### config.mk
export PLATFORM = sky130hd
export DESIGN_NAME = pipeline_sequencer_flat
export DESIGN_NICKNAME = d
export VERILOG_FILES = /design/src/rtl/pipeline_sequencer_pkg.sv /design/src/rtl/pipeline_sequencer_if.sv /design/src/rtl/pipeline_sequencer_forward_unit.sv /design/src/rtl/pipeline_sequencer.sv /design/src/flat_wrapper.sv
export SDC_FILE = /design/constraint.sdc
export NUM_CORES = 1
export LEC_CHECK = 0
export ABC_AREA = 0
export CORE_MARGIN = 2
export CORE_UTILIZATION = 48
export DETAILED_ROUTE_END_ITERATION = 6
export PLACE_DENSITY = 0.8
export SETUP_SLACK_MARGIN = 0.5
export SLEW_MARGIN = 20
export SYNTH_ARGS = -nofsm -noshare
export SYNTH_HDL_FRONTEND = slang
export SYNTH_SLANG_ARGS = --single-unit
export TNS_END_PERCENT = 50
### constraint.sdc
create_clock -name clk -period 3.3 [get_ports clk]
set_input_delay 0.66 -clock clk [delete_from_list [all_inputs] [get_ports clk]]
set_output_delay 0.66 -clock clk [all_outputs]
set_load 0.02 [all_outputs]
### src/rtl/pipeline_sequencer_pkg.sv
// Shared types and constants for the pipeline hazard/stall sequencer.
// Control-word field positions mirror the ctrl_* pipeline registers.
package pipeline_pkg;

  typedef enum logic [1:0] {
    RUN      = 2'd0,
    LD_STALL = 2'd1,
    MUL_WAIT = 2'd2
  } seq_state_e;

  localparam logic [1:0] FWD_REG   = 2'b00;
  localparam logic [1:0] FWD_EXMEM = 2'b01;
  localparam logic [1:0] FWD_MEMWB = 2'b10;

  localparam int REGWRITE  = 21;
  localparam int RS_MSB    = 20;
  localparam int RS_LSB    = 16;
  localparam int RT_MSB    = 15;
  localparam int RT_LSB    = 11;
  localparam int DEST_MSB  = 10;
  localparam int DEST_LSB  = 6;
  localparam int USEIMM    = 5;
  localparam int MULSEL    = 4;
  localparam int MEMWR     = 3;
  localparam int MEM2REG   = 2;
  localparam int ALUOP_MSB = 1;
  localparam int ALUOP_LSB = 0;

  // r0 is hardwired to zero, so it never matches as a producer.
  function automatic logic reg_match(input logic we, input logic [4:0] dest,
                                     input logic [4:0] src);
    return we && (dest != 5'd0) && (dest == src);
  endfunction

endpackage

### src/rtl/pipeline_sequencer_if.sv
// Hazard-field inputs and pipeline-control outputs of the sequencer.
// slave = sequencer side, master = pipeline/control side.
interface pipeline_sequencer_if #(
  parameter int CNT_W = 16
);
  logic [4:0]       id_rs;
  logic [4:0]       id_rt;
  logic             id_use_imm;
  logic [4:0]       ex_dest;
  logic             ex_reg_write;
  logic             ex_mem_to_reg;
  logic             ex_mul;
  logic [4:0]       mem_dest;
  logic             mem_reg_write;
  logic [4:0]       wb_dest;
  logic             wb_reg_write;
  logic             pc_en;
  logic             if_id_en;
  logic             id_ex_en;
  logic             id_ex_bubble;
  logic             ex_mem_bubble;
  logic             mul_start;
  logic             mul_busy;
  logic [1:0]       fwd_a;
  logic [1:0]       fwd_b;
  logic [CNT_W-1:0] stall_cycles;

  modport master (
    output id_rs, id_rt, id_use_imm, ex_dest, ex_reg_write, ex_mem_to_reg, ex_mul,
           mem_dest, mem_reg_write, wb_dest, wb_reg_write,
    input  pc_en, if_id_en, id_ex_en, id_ex_bubble, ex_mem_bubble, mul_start,
           mul_busy, fwd_a, fwd_b, stall_cycles
  );

  modport slave (
    input  id_rs, id_rt, id_use_imm, ex_dest, ex_reg_write, ex_mem_to_reg, ex_mul,
           mem_dest, mem_reg_write, wb_dest, wb_reg_write,
    output pc_en, if_id_en, id_ex_en, id_ex_bubble, ex_mem_bubble, mul_start,
           mul_busy, fwd_a, fwd_b, stall_cycles
  );
endinterface

### src/rtl/pipeline_sequencer_forward_unit.sv
// EX operand forwarding select; EX/MEM result takes priority over MEM/WB.
module forward_unit
  import pipeline_pkg::*;
(
  input  logic [4:0] ex_rs,
  input  logic [4:0] ex_rt,
  input  logic [4:0] mem_dest,
  input  logic       mem_reg_write,
  input  logic [4:0] wb_dest,
  input  logic       wb_reg_write,
  output logic [1:0] fwd_a,
  output logic [1:0] fwd_b
);

  always_comb begin
    fwd_a = FWD_REG;
    if (reg_match(mem_reg_write, mem_dest, ex_rs)) begin
      fwd_a = FWD_EXMEM;
    end else if (reg_match(wb_reg_write, wb_dest, ex_rs)) begin
      fwd_a = FWD_MEMWB;
    end
  end

  always_comb begin
    fwd_b = FWD_REG;
    if (reg_match(mem_reg_write, mem_dest, ex_rt)) begin
      fwd_b = FWD_EXMEM;
    end else if (reg_match(wb_reg_write, wb_dest, ex_rt)) begin
      fwd_b = FWD_MEMWB;
    end
  end

endmodule

### src/rtl/pipeline_sequencer.sv
// Hazard and stall controller for the 5-stage pipeline: load-use bubbles,
// multi-cycle multiplier hold, EX forwarding selects and a stall counter.
//
// state    | meaning
// RUN      | normal flow; detects multiply in EX and load-use hazards
// LD_STALL | one-cycle bubble after a load-use, everything advances
// MUL_WAIT | pipeline frozen while the multiplier computes
module pipeline_sequencer
  import pipeline_pkg::*;
#(
  parameter int MUL_LATENCY = 32,
  parameter int CNT_W       = 16
) (
  input  logic                 clk,
  input  logic                 rst,
  pipeline_sequencer_if.slave  seq
);

  // The mul_start cycle plus MUL_LATENCY-1 frozen cycles give MUL_LATENCY
  // stall cycles, and EX/MEM captures the product MUL_LATENCY edges after
  // the operands were latched.
  localparam logic [7:0] MUL_LOAD = 8'(MUL_LATENCY);

  seq_state_e       state_q, state_d;
  logic [7:0]       mul_cnt_q, mul_cnt_d;
  logic             mul_busy_q, mul_busy_d;
  logic [CNT_W-1:0] stall_q, stall_d;
  logic [4:0]       ex_rs_q, ex_rs_d;
  logic [4:0]       ex_rt_q, ex_rt_d;

  logic             load_use;
  logic             ld_ex;
  logic             pc_en, if_id_en, id_ex_en;
  logic             id_ex_bubble, ex_mem_bubble, mul_start;
  logic [1:0]       fwd_a_raw, fwd_b_raw;

  assign ld_ex    = seq.ex_reg_write & seq.ex_mem_to_reg;
  assign load_use = reg_match(ld_ex, seq.ex_dest, seq.id_rs) |
                    (~seq.id_use_imm & reg_match(ld_ex, seq.ex_dest, seq.id_rt));

  always_comb begin
    state_d       = state_q;
    mul_cnt_d     = mul_cnt_q;
    mul_busy_d    = mul_busy_q;
    pc_en         = 1'b1;
    if_id_en      = 1'b1;
    id_ex_en      = 1'b1;
    id_ex_bubble  = 1'b0;
    ex_mem_bubble = 1'b0;
    mul_start     = 1'b0;

    unique case (state_q)
      RUN: begin
        if (seq.ex_mul) begin
          mul_start     = 1'b1;
          mul_cnt_d     = MUL_LOAD;
          mul_busy_d    = 1'b1;
          pc_en         = 1'b0;
          if_id_en      = 1'b0;
          id_ex_en      = 1'b0;
          ex_mem_bubble = 1'b1;
          state_d       = MUL_WAIT;
        end else if (load_use) begin
          pc_en        = 1'b0;
          if_id_en     = 1'b0;
          id_ex_bubble = 1'b1;
          state_d      = LD_STALL;
        end
      end
      LD_STALL: begin
        state_d = RUN;
      end
      MUL_WAIT: begin
        if (mul_cnt_q > 8'd1) begin
          pc_en         = 1'b0;
          if_id_en      = 1'b0;
          id_ex_en      = 1'b0;
          ex_mem_bubble = 1'b1;
          mul_cnt_d     = mul_cnt_q - 8'd1;
        end else begin
          mul_cnt_d  = 8'd0;
          mul_busy_d = 1'b0;
          state_d    = RUN;
        end
      end
      default: begin
        state_d = RUN;
      end
    endcase

    if (rst) begin
      pc_en         = 1'b0;
      if_id_en      = 1'b0;
      id_ex_en      = 1'b0;
      id_ex_bubble  = 1'b0;
      ex_mem_bubble = 1'b0;
      mul_start     = 1'b0;
    end

    ex_rs_d = ex_rs_q;
    ex_rt_d = ex_rt_q;
    if (id_ex_en) begin
      ex_rs_d = id_ex_bubble ? 5'd0 : seq.id_rs;
      ex_rt_d = id_ex_bubble ? 5'd0 : seq.id_rt;
    end

    stall_d = stall_q;
    if (!pc_en && (stall_q != {CNT_W{1'b1}})) begin
      stall_d = stall_q + 1'b1;
    end
  end

  always_ff @(posedge clk) begin
    if (rst) begin
      state_q    <= RUN;
      mul_cnt_q  <= 8'd0;
      mul_busy_q <= 1'b0;
      stall_q    <= '0;
      ex_rs_q    <= 5'd0;
      ex_rt_q    <= 5'd0;
    end else begin
      state_q    <= state_d;
      mul_cnt_q  <= mul_cnt_d;
      mul_busy_q <= mul_busy_d;
      stall_q    <= stall_d;
      ex_rs_q    <= ex_rs_d;
      ex_rt_q    <= ex_rt_d;
    end
  end

  forward_unit u_forward_unit (
    .ex_rs         (ex_rs_q),
    .ex_rt         (ex_rt_q),
    .mem_dest      (seq.mem_dest),
    .mem_reg_write (seq.mem_reg_write),
    .wb_dest       (seq.wb_dest),
    .wb_reg_write  (seq.wb_reg_write),
    .fwd_a         (fwd_a_raw),
    .fwd_b         (fwd_b_raw)
  );

  assign seq.pc_en         = pc_en;
  assign seq.if_id_en      = if_id_en;
  assign seq.id_ex_en      = id_ex_en;
  assign seq.id_ex_bubble  = id_ex_bubble;
  assign seq.ex_mem_bubble = ex_mem_bubble;
  assign seq.mul_start     = mul_start;
  assign seq.mul_busy      = mul_busy_q;
  assign seq.fwd_a         = rst ? FWD_REG : fwd_a_raw;
  assign seq.fwd_b         = rst ? FWD_REG : fwd_b_raw;
  assign seq.stall_cycles  = stall_q;

endmodule

### src/flat_wrapper.sv
// flat-port wrapper written by rule: the top's interface ports become plain ports
module pipeline_sequencer_flat import pipeline_pkg::*;
#(
  parameter int MUL_LATENCY = 32,
  parameter int CNT_W       = 16
)
  (clk, rst, seq_id_rs, seq_id_rt, seq_id_use_imm, seq_ex_dest, seq_ex_reg_write, seq_ex_mem_to_reg, seq_ex_mul, seq_mem_dest, seq_mem_reg_write, seq_wb_dest, seq_wb_reg_write, seq_pc_en, seq_if_id_en, seq_id_ex_en, seq_id_ex_bubble, seq_ex_mem_bubble, seq_mul_start, seq_mul_busy, seq_fwd_a, seq_fwd_b, seq_stall_cycles);
  pipeline_sequencer_if #(.CNT_W(CNT_W)) seq_i ();
  input  logic clk;
  input  logic rst;
  input wire logic [$bits(seq_i.id_rs)-1:0] seq_id_rs;
  input wire logic [$bits(seq_i.id_rt)-1:0] seq_id_rt;
  input wire logic [$bits(seq_i.id_use_imm)-1:0] seq_id_use_imm;
  input wire logic [$bits(seq_i.ex_dest)-1:0] seq_ex_dest;
  input wire logic [$bits(seq_i.ex_reg_write)-1:0] seq_ex_reg_write;
  input wire logic [$bits(seq_i.ex_mem_to_reg)-1:0] seq_ex_mem_to_reg;
  input wire logic [$bits(seq_i.ex_mul)-1:0] seq_ex_mul;
  input wire logic [$bits(seq_i.mem_dest)-1:0] seq_mem_dest;
  input wire logic [$bits(seq_i.mem_reg_write)-1:0] seq_mem_reg_write;
  input wire logic [$bits(seq_i.wb_dest)-1:0] seq_wb_dest;
  input wire logic [$bits(seq_i.wb_reg_write)-1:0] seq_wb_reg_write;
  output wire logic [$bits(seq_i.pc_en)-1:0] seq_pc_en;
  output wire logic [$bits(seq_i.if_id_en)-1:0] seq_if_id_en;
  output wire logic [$bits(seq_i.id_ex_en)-1:0] seq_id_ex_en;
  output wire logic [$bits(seq_i.id_ex_bubble)-1:0] seq_id_ex_bubble;
  output wire logic [$bits(seq_i.ex_mem_bubble)-1:0] seq_ex_mem_bubble;
  output wire logic [$bits(seq_i.mul_start)-1:0] seq_mul_start;
  output wire logic [$bits(seq_i.mul_busy)-1:0] seq_mul_busy;
  output wire logic [$bits(seq_i.fwd_a)-1:0] seq_fwd_a;
  output wire logic [$bits(seq_i.fwd_b)-1:0] seq_fwd_b;
  output wire logic [$bits(seq_i.stall_cycles)-1:0] seq_stall_cycles;
  assign seq_i.id_rs = seq_id_rs;
  assign seq_i.id_rt = seq_id_rt;
  assign seq_i.id_use_imm = seq_id_use_imm;
  assign seq_i.ex_dest = seq_ex_dest;
  assign seq_i.ex_reg_write = seq_ex_reg_write;
  assign seq_i.ex_mem_to_reg = seq_ex_mem_to_reg;
  assign seq_i.ex_mul = seq_ex_mul;
  assign seq_i.mem_dest = seq_mem_dest;
  assign seq_i.mem_reg_write = seq_mem_reg_write;
  assign seq_i.wb_dest = seq_wb_dest;
  assign seq_i.wb_reg_write = seq_wb_reg_write;
  assign seq_pc_en = seq_i.pc_en;
  assign seq_if_id_en = seq_i.if_id_en;
  assign seq_id_ex_en = seq_i.id_ex_en;
  assign seq_id_ex_bubble = seq_i.id_ex_bubble;
  assign seq_ex_mem_bubble = seq_i.ex_mem_bubble;
  assign seq_mul_start = seq_i.mul_start;
  assign seq_mul_busy = seq_i.mul_busy;
  assign seq_fwd_a = seq_i.fwd_a;
  assign seq_fwd_b = seq_i.fwd_b;
  assign seq_stall_cycles = seq_i.stall_cycles;
  pipeline_sequencer #(.MUL_LATENCY(MUL_LATENCY), .CNT_W(CNT_W)) u_core (.clk(clk), .rst(rst), .seq(seq_i));
endmodule
* Yosys cells after proc, flatten, opt, wreduce, memory -nomap -nowiden *
Index checks and enable logic that the tools add are counted.

storage, ports and cells
  register bits after elaboration = 37
  bits in latches = 0
  RAM bits = 0
  ROM bits = 0
  input port bits = 33
  output and inout port bits = 27
  word-level logic and storage cells = 79
  memories = 0

operators by class
  add/sub/neg operators = 2
  multipliers = 0
  divide/modulo/power cells = 0
  magnitude comparators = 1
  equal/unequal tests = 11
  shift operators = 0
  mux-type cells = 36
  bitwise gates (word level) = 4
  reduce and logical (&&, ||, !) cells = 19

operator list
  operator                                                                          number
  5-bit equality test                                                               6
  2-bit two-way mux                                                                 9
  1-bit two-way mux                                                                 17
  16-bit by 1-bit adder with 16-bit output (second input constant)                  1
  8-bit two-way mux                                                                 2
  16-bit inequality test (second input constant)                                    1
  8-bit one-hot mux with 2 select lines                                             1
  5-bit nonzero test                                                                3
  1-bit logical AND                                                                 10
  5-bit two-way mux                                                                 2
  8-bit by 1-bit greater-than comparator with 1-bit output (second input constant)  1
  1-bit one-hot mux with 2 select lines                                             4
  8-bit by 1-bit subtractor with 8-bit output (second input constant)               1
  2-bit inequality test (second input constant)                                     2
  2-bit one-hot mux with 2 select lines                                             1
  2-bit AND reduction                                                               2
  3-bit by 2-bit inequality test with 1-bit output (second input constant)          1
  3-bit AND reduction                                                               1
  1-bit bitwise AND                                                                 2
  2-bit equality test (second input constant)                                       1
  2-bit logical NOT                                                                 1
  2-bit nonzero test                                                                1
  1-bit logical NOT                                                                 1
  1-bit inverter                                                                    1
  1-bit bitwise OR                                                                  1

* Logic depth before layout (Yosys ltp) *
  word-level depth = 11
  depth in mapped cells = 10
  gate-level depth less buffers = 8

* Modules after synthesis *
From an unflattened synthesis, not the netlist that was laid out.

unflattened totals
  cells, all modules = 258
  area, all modules = 2205.9 um2

modules (own cells, without submodules)
  module              instances  cells an instance  area each (um2)  sequential area each (um2)
  pipeline_sequencer  1          224                1948.1           740.7
  forward_unit        1          34                 257.7            0.0

* Least setup slack after synthesis *
No wires, ideal clock.

  path type = input-to-output
  start = input port seq_mem_dest[0]
  end = output port seq_fwd_a[1]
  arrival = 2.298 ns
  data required time = 2.640 ns
  setup slack = 0.342 ns
  cell stages on the path = 4
  buffers on the path = 0
  path through = or4_1 > o21ai_0 > nor3_1 > nor4_1

between the ends
  word-level cells in the longest chain between the ends = 5
  elaborated cells between the ends (all ways) = 6
  those cells by class = 1 x eq/ne; 2 x mux; 3 x reduce/logical

RTL lines
  item                   line                                   RTL
  from (decl)            flat_wrapper.sv:18                     input wire logic [$bits(seq_i.mem_dest)-1:0] seq_mem_dest;
  5-bit nonzero test     pipeline_sequencer_pkg.sv:32           return we && (dest != 5'd0) && (dest == src);
  1-bit logical AND      pipeline_sequencer_pkg.sv:32
  1-bit logical AND (*)  pipeline_sequencer_pkg.sv:32
  2-bit two-way mux (*)  pipeline_sequencer_forward_unit.sv:17  if (reg_match(mem_reg_write, mem_dest, ex_rs)) begin
  2-bit two-way mux (*)  pipeline_sequencer.sv:149              assign seq.fwd_a = rst ? FWD_REG : fwd_a_raw;
  to (decl)              flat_wrapper.sv:29                     output wire logic [$bits(seq_i.fwd_a)-1:0] seq_fwd_a;

Mark *: on every way between the ends. The rest lies on a longest branch, timed or not.

* Worst setup path after layout *
  start = input port rst
  end = output port seq_fwd_a[1]

between the ends
  word-level cells in the longest chain between the ends = 1

RTL lines
  item               line                       RTL
  from (decl)        flat_wrapper.sv:10         input logic rst;
  2-bit two-way mux  pipeline_sequencer.sv:149

No other way between the ends.

==> metrics.log <==
INFO  metric number_of_max_slew_violations_in_the_final_report = 0
INFO  metric final_period_minus_worst_setup_slack = 2.79 ns
INFO  metric fin_area = 0.00303 sq mm
INFO  metric portBuffers = 59
INFO  metric max_cap_viol_count = 0
INFO  metric synth-seq-cells = 37
INFO  metric power.static_leakage = 1.15 nW
INFO  metric design.final.nets = 354
INFO  metric area.sequential = 742 sq um
INFO  metric worstPathArrival = 2.13 ns
INFO  metric cts_tree = yes
INFO  metric synth-simple-area-share = 0.241
INFO  metric reg2reg_depth = 9
INFO  metric most_frequently_used_cell_type_in_the_post_synthesis_netlist = sky130_fd_sc_hd__dfxtp_1
INFO  metric ys_top_cells_by_area = sky130_fd_sc_hd__dfxtp_1 35%, sky130_fd_sc_hd__xnor2_1 7.9%, sky130_fd_sc_hd__or4_1 5.0%
INFO  metric n_fill_cell = 351
INFO  metric clk_pin_slew_worst_paths = 0.08 ns
INFO  metric drt_first_iter_violations = 124
INFO  metric grt_overflow = 0
INFO  metric floorplan.die_area = 0.00492 sq mm
INFO  metric setup_violations_final = 0
INFO  metric peakVddDrop = 0.377 mV
INFO  metric netlist_top_cells_count = 37 x sky130_fd_sc_hd__dfxtp_1, 19 x sky130_fd_sc_hd__nor2_1, 19 x sky130_fd_sc_hd__xnor2_1, 16 x sky130_fd_sc_hd__a21oi_1
INFO  metric postRouteAntennaNets = 0
INFO  metric total_cell_area_at_the_placement_stage = 0.00285 sq mm
INFO  metric clk_latency = 0.29 ns
INFO  metric cts_made_buffers = 5
INFO  metric std_cell_rows = 24
INFO  metric unrepaired_setup_endpoints_after_global_routing = yes
INFO  metric worstMarginPinSlew = 0.677 ns
INFO  metric synth_edf_count = 0
INFO  metric synthDominantAreaCellType = sky130_fd_sc_hd__dfxtp_1
INFO  metric place_congestion = 0.844
INFO  metric post-synth-top-area-fraction = 0.353
INFO  metric synth-xor-area-share = 0.125
INFO  metric min-delay-path-class = flop to flop
INFO  metric global_route.usage.total = 0.237
INFO  metric multi_input_logic_area = 0.00134 sq mm
INFO  metric pin_count = 60
INFO  metric synth.net_count = 279
INFO  metric ys_warn_count = 0
INFO  metric critical_path_peak_fanout = 2
INFO  metric timing_hold_violations_final = 0
INFO  metric drc = 0
INFO  metric timing.critical_path.required = 2.64 ns
INFO  metric synth_mux_area_frac = 0.0161
INFO  metric root_buffer = sky130_fd_sc_hd__clkbuf_8
INFO  metric htree_levels = 2
INFO  metric detailedPlacementHpwl = 4.17 mm
INFO  metric finalPower = 1.49 mW
INFO  metric diodes = 0
INFO  metric grt_pass1_vias = 2075
INFO  metric worstSetupStartpointType = primary input
INFO  metric cpMaxStageDelayCell = sky130_fd_sc_hd__or4_1
INFO  metric powerDensity = 494 mW/mm^2
INFO  metric clockBufferDepth = 2
INFO  metric post_synthesis_compound_gate_area_fraction = 0.208
INFO  metric ys_async_sr_fraction = 0
INFO  metric combinational_family_with_the_most_area_after_synthesis = simple AND/OR/NAND/NOR gates
INFO  metric routed_wirelength = 5.61 mm
INFO  metric cts.sink_count = 37
INFO  metric yosys.area_share.adder = 0.0179
INFO  metric layout_worst_path_cycle_share = 0.846
INFO  metric num_vias = 2133
INFO  metric fin_skew = 0.00907 ns
INFO  metric status = finished clean
INFO  metric grt_start_max_net_pins = 40
INFO  metric syn2layout_area_growth = 44.1%
INFO  metric initial_utilization = 0.489
INFO  metric postSynth.topFlopCell = sky130_fd_sc_hd__dfxtp_1
INFO  metric via_per_inst = 5.75
INFO  metric synthDistinctLibCells = 45
INFO  metric crit_type = primary input to output pin
INFO  metric syn_area = 0.00210 sq mm
INFO  metric dr.pass1.iters = 4
INFO  metric cp_slowest_stage_delay = 0.56 ns
INFO  metric maxSlewHeadroom = 0.549
INFO  metric number_of_standard_cells_after_synthesis = 243
INFO  metric core-area = 0.00429 sq mm
INFO  metric synth_seq_area_share = 0.353
INFO  metric chipWidth = 70.2 um
INFO  metric final_layout_size_suffix_gt1_frac = 0.176
INFO  metric path_cells = dlygate4sd2_1 > inv_2 > o211ai_1 > or4_1 > nor4_2 > buf_4
INFO  metric syn_area_per_cell = 8.65 sq um
INFO  metric wire_length_of_the_first_global_routing_pass = 9.45 mm
INFO  metric grt_antenna_before_repair = 0
INFO  metric hold_depth = 2
INFO  metric max_freq = 358 MHz
INFO  metric routedWlPerCell = 15.1 um
INFO  metric worst_setup_path_end_kind = output pin
INFO  metric die_h = 70.2 um
-- cells in the final DEF (no fill, tap or decap), types with 2 or more instances in the layout --
cell type	instances
sky130_fd_sc_hd__nor2b_1	4
sky130_fd_sc_hd__o31ai_1	11
sky130_fd_sc_hd__nand4_1	3
sky130_fd_sc_hd__a31oi_1	2
sky130_fd_sc_hd__buf_2	3
sky130_fd_sc_hd__buf_6	7
sky130_fd_sc_hd__or4_1	13
sky130_fd_sc_hd__a21oi_1	16
sky130_fd_sc_hd__a311oi_1	3
sky130_fd_sc_hd__dfxtp_1	36
sky130_fd_sc_hd__clkbuf_8	5
sky130_fd_sc_hd__buf_4	17
sky130_fd_sc_hd__nand2_1	14
sky130_fd_sc_hd__clkdlybuf4s15_2	2
sky130_fd_sc_hd__nor4_2	2
sky130_fd_sc_hd__clkbuf_2	2
sky130_fd_sc_hd__and2_1	2
sky130_fd_sc_hd__clkdlybuf4s15_1	4
sky130_fd_sc_hd__nand3_1	10
sky130_fd_sc_hd__xor2_1	11
sky130_fd_sc_hd__nor3_1	5
sky130_fd_sc_hd__or3_1	2
sky130_fd_sc_hd__clkdlybuf4s50_1	29
sky130_fd_sc_hd__o211ai_1	2
sky130_fd_sc_hd__nor4_1	5
sky130_fd_sc_hd__ha_1	3
sky130_fd_sc_hd__mux2_2	3
sky130_fd_sc_hd__nor2_1	18
sky130_fd_sc_hd__o21ai_0	6
sky130_fd_sc_hd__bufinv_16	2
sky130_fd_sc_hd__a22o_1	10
sky130_fd_sc_hd__and4b_1	2
sky130_fd_sc_hd__inv_1	3
sky130_fd_sc_hd__xnor2_1	18
sky130_fd_sc_hd__and3_1	3
sky130_fd_sc_hd__dlygate4sd2_1	15
-- metrics by stage --
stage | TNS (ns) | hold slack, ns | worst slack, ns | utilization | std cells
2_1_floorplan | 0 | 0.449 | 0.342 | - | 243
3_3_place_gp | -0.693 | 0.468 | -0.248 | 0.665 | 363
3_5_place_dp | -0.804 | 0.478 | -0.284 | 0.665 | 363
4_1_cts | 0 | 0.495 | 0.400 | 0.699 | 371
5_1_grt | 0 | 0.524 | 0.419 | 0.705 | 371
6_report | 0 | 0.492 | 0.507 | 0.705 | 371
-- cells by family (layout without fill, tap and decap cells) --
group	count (synthesis)	count (layout)
AOI/OAI and AO/OA	62	62
xor gates and xnor gates	30	30
adders and majority gates	3	3
buffers and inverters	16	92
DFF	37	37
muxes	3	3
and+or+nand+nor	92	92
-- metal layers --
metal,wire (um),global-route usage
met1,2450,0.290
met2,2910,0.414
met3,180,0.0563
met4,67,0.0662
met5,0,0
-- worst max-delay path, delay by kind of cell --
kind | cells | cell delay [ns]
and+or+nand+nor | 2 | 0.85
AOI/OAI and AO/OA | 1 | 0.10
buffers and inverters | 3 | 0.52
-- where the power goes --
group	leakage, nW	internal, mW	total, mW	switching (mW)
Sequential	0.302	0.499	0.565	0.0657
Clock	0.0681	0.300	0.470	0.170
Combinational	0.782	0.216	0.460	0.244
-- path summary, 6_finish.rpt --
check                                   start  slack, ns                          end
hold reg to reg   u_core.seq.stall_cycles[10]       0.49  u_core.seq.stall_cycles[10]
hold / removal    u_core.seq.stall_cycles[10]       0.49  u_core.seq.stall_cycles[10]
setup / recovery                          rst       0.51                 seq_fwd_a[1]
setup reg to reg          u_core.mul_cnt_q[0]       0.78   u_core.seq.stall_cycles[8]
-- sequential cells by signal (all words and copies together) (netlist names) --
name	cells
u_core.ex_rs_q	5
u_core.state_q	2
u_core.seq.mul_busy	1
u_core.seq.stall_cycles	16
u_core.ex_rt_q	5
u_core.mul_cnt_q	8
-- final cells by class --
cell class	count	area share
Timing Repair Buffer	80	0.240
Clock inverter	3	0.0215
Inverter	4	0.00496
Tap cell	52	0.0215
Clock buffer	5	0.0227
Multi-Input combinational cell	190	0.444
Sequential cell	37	0.245
-- what timing repair did --
item / 4_1_cts / 5_1_grt
setup buffers: 0 / 0
setup endpoints to repair: 23 / 19
pin swaps: 14 / 7
resized for setup: 73 / 15
hold buffers: 0 / 0
(Power assumes the default switching activity.)
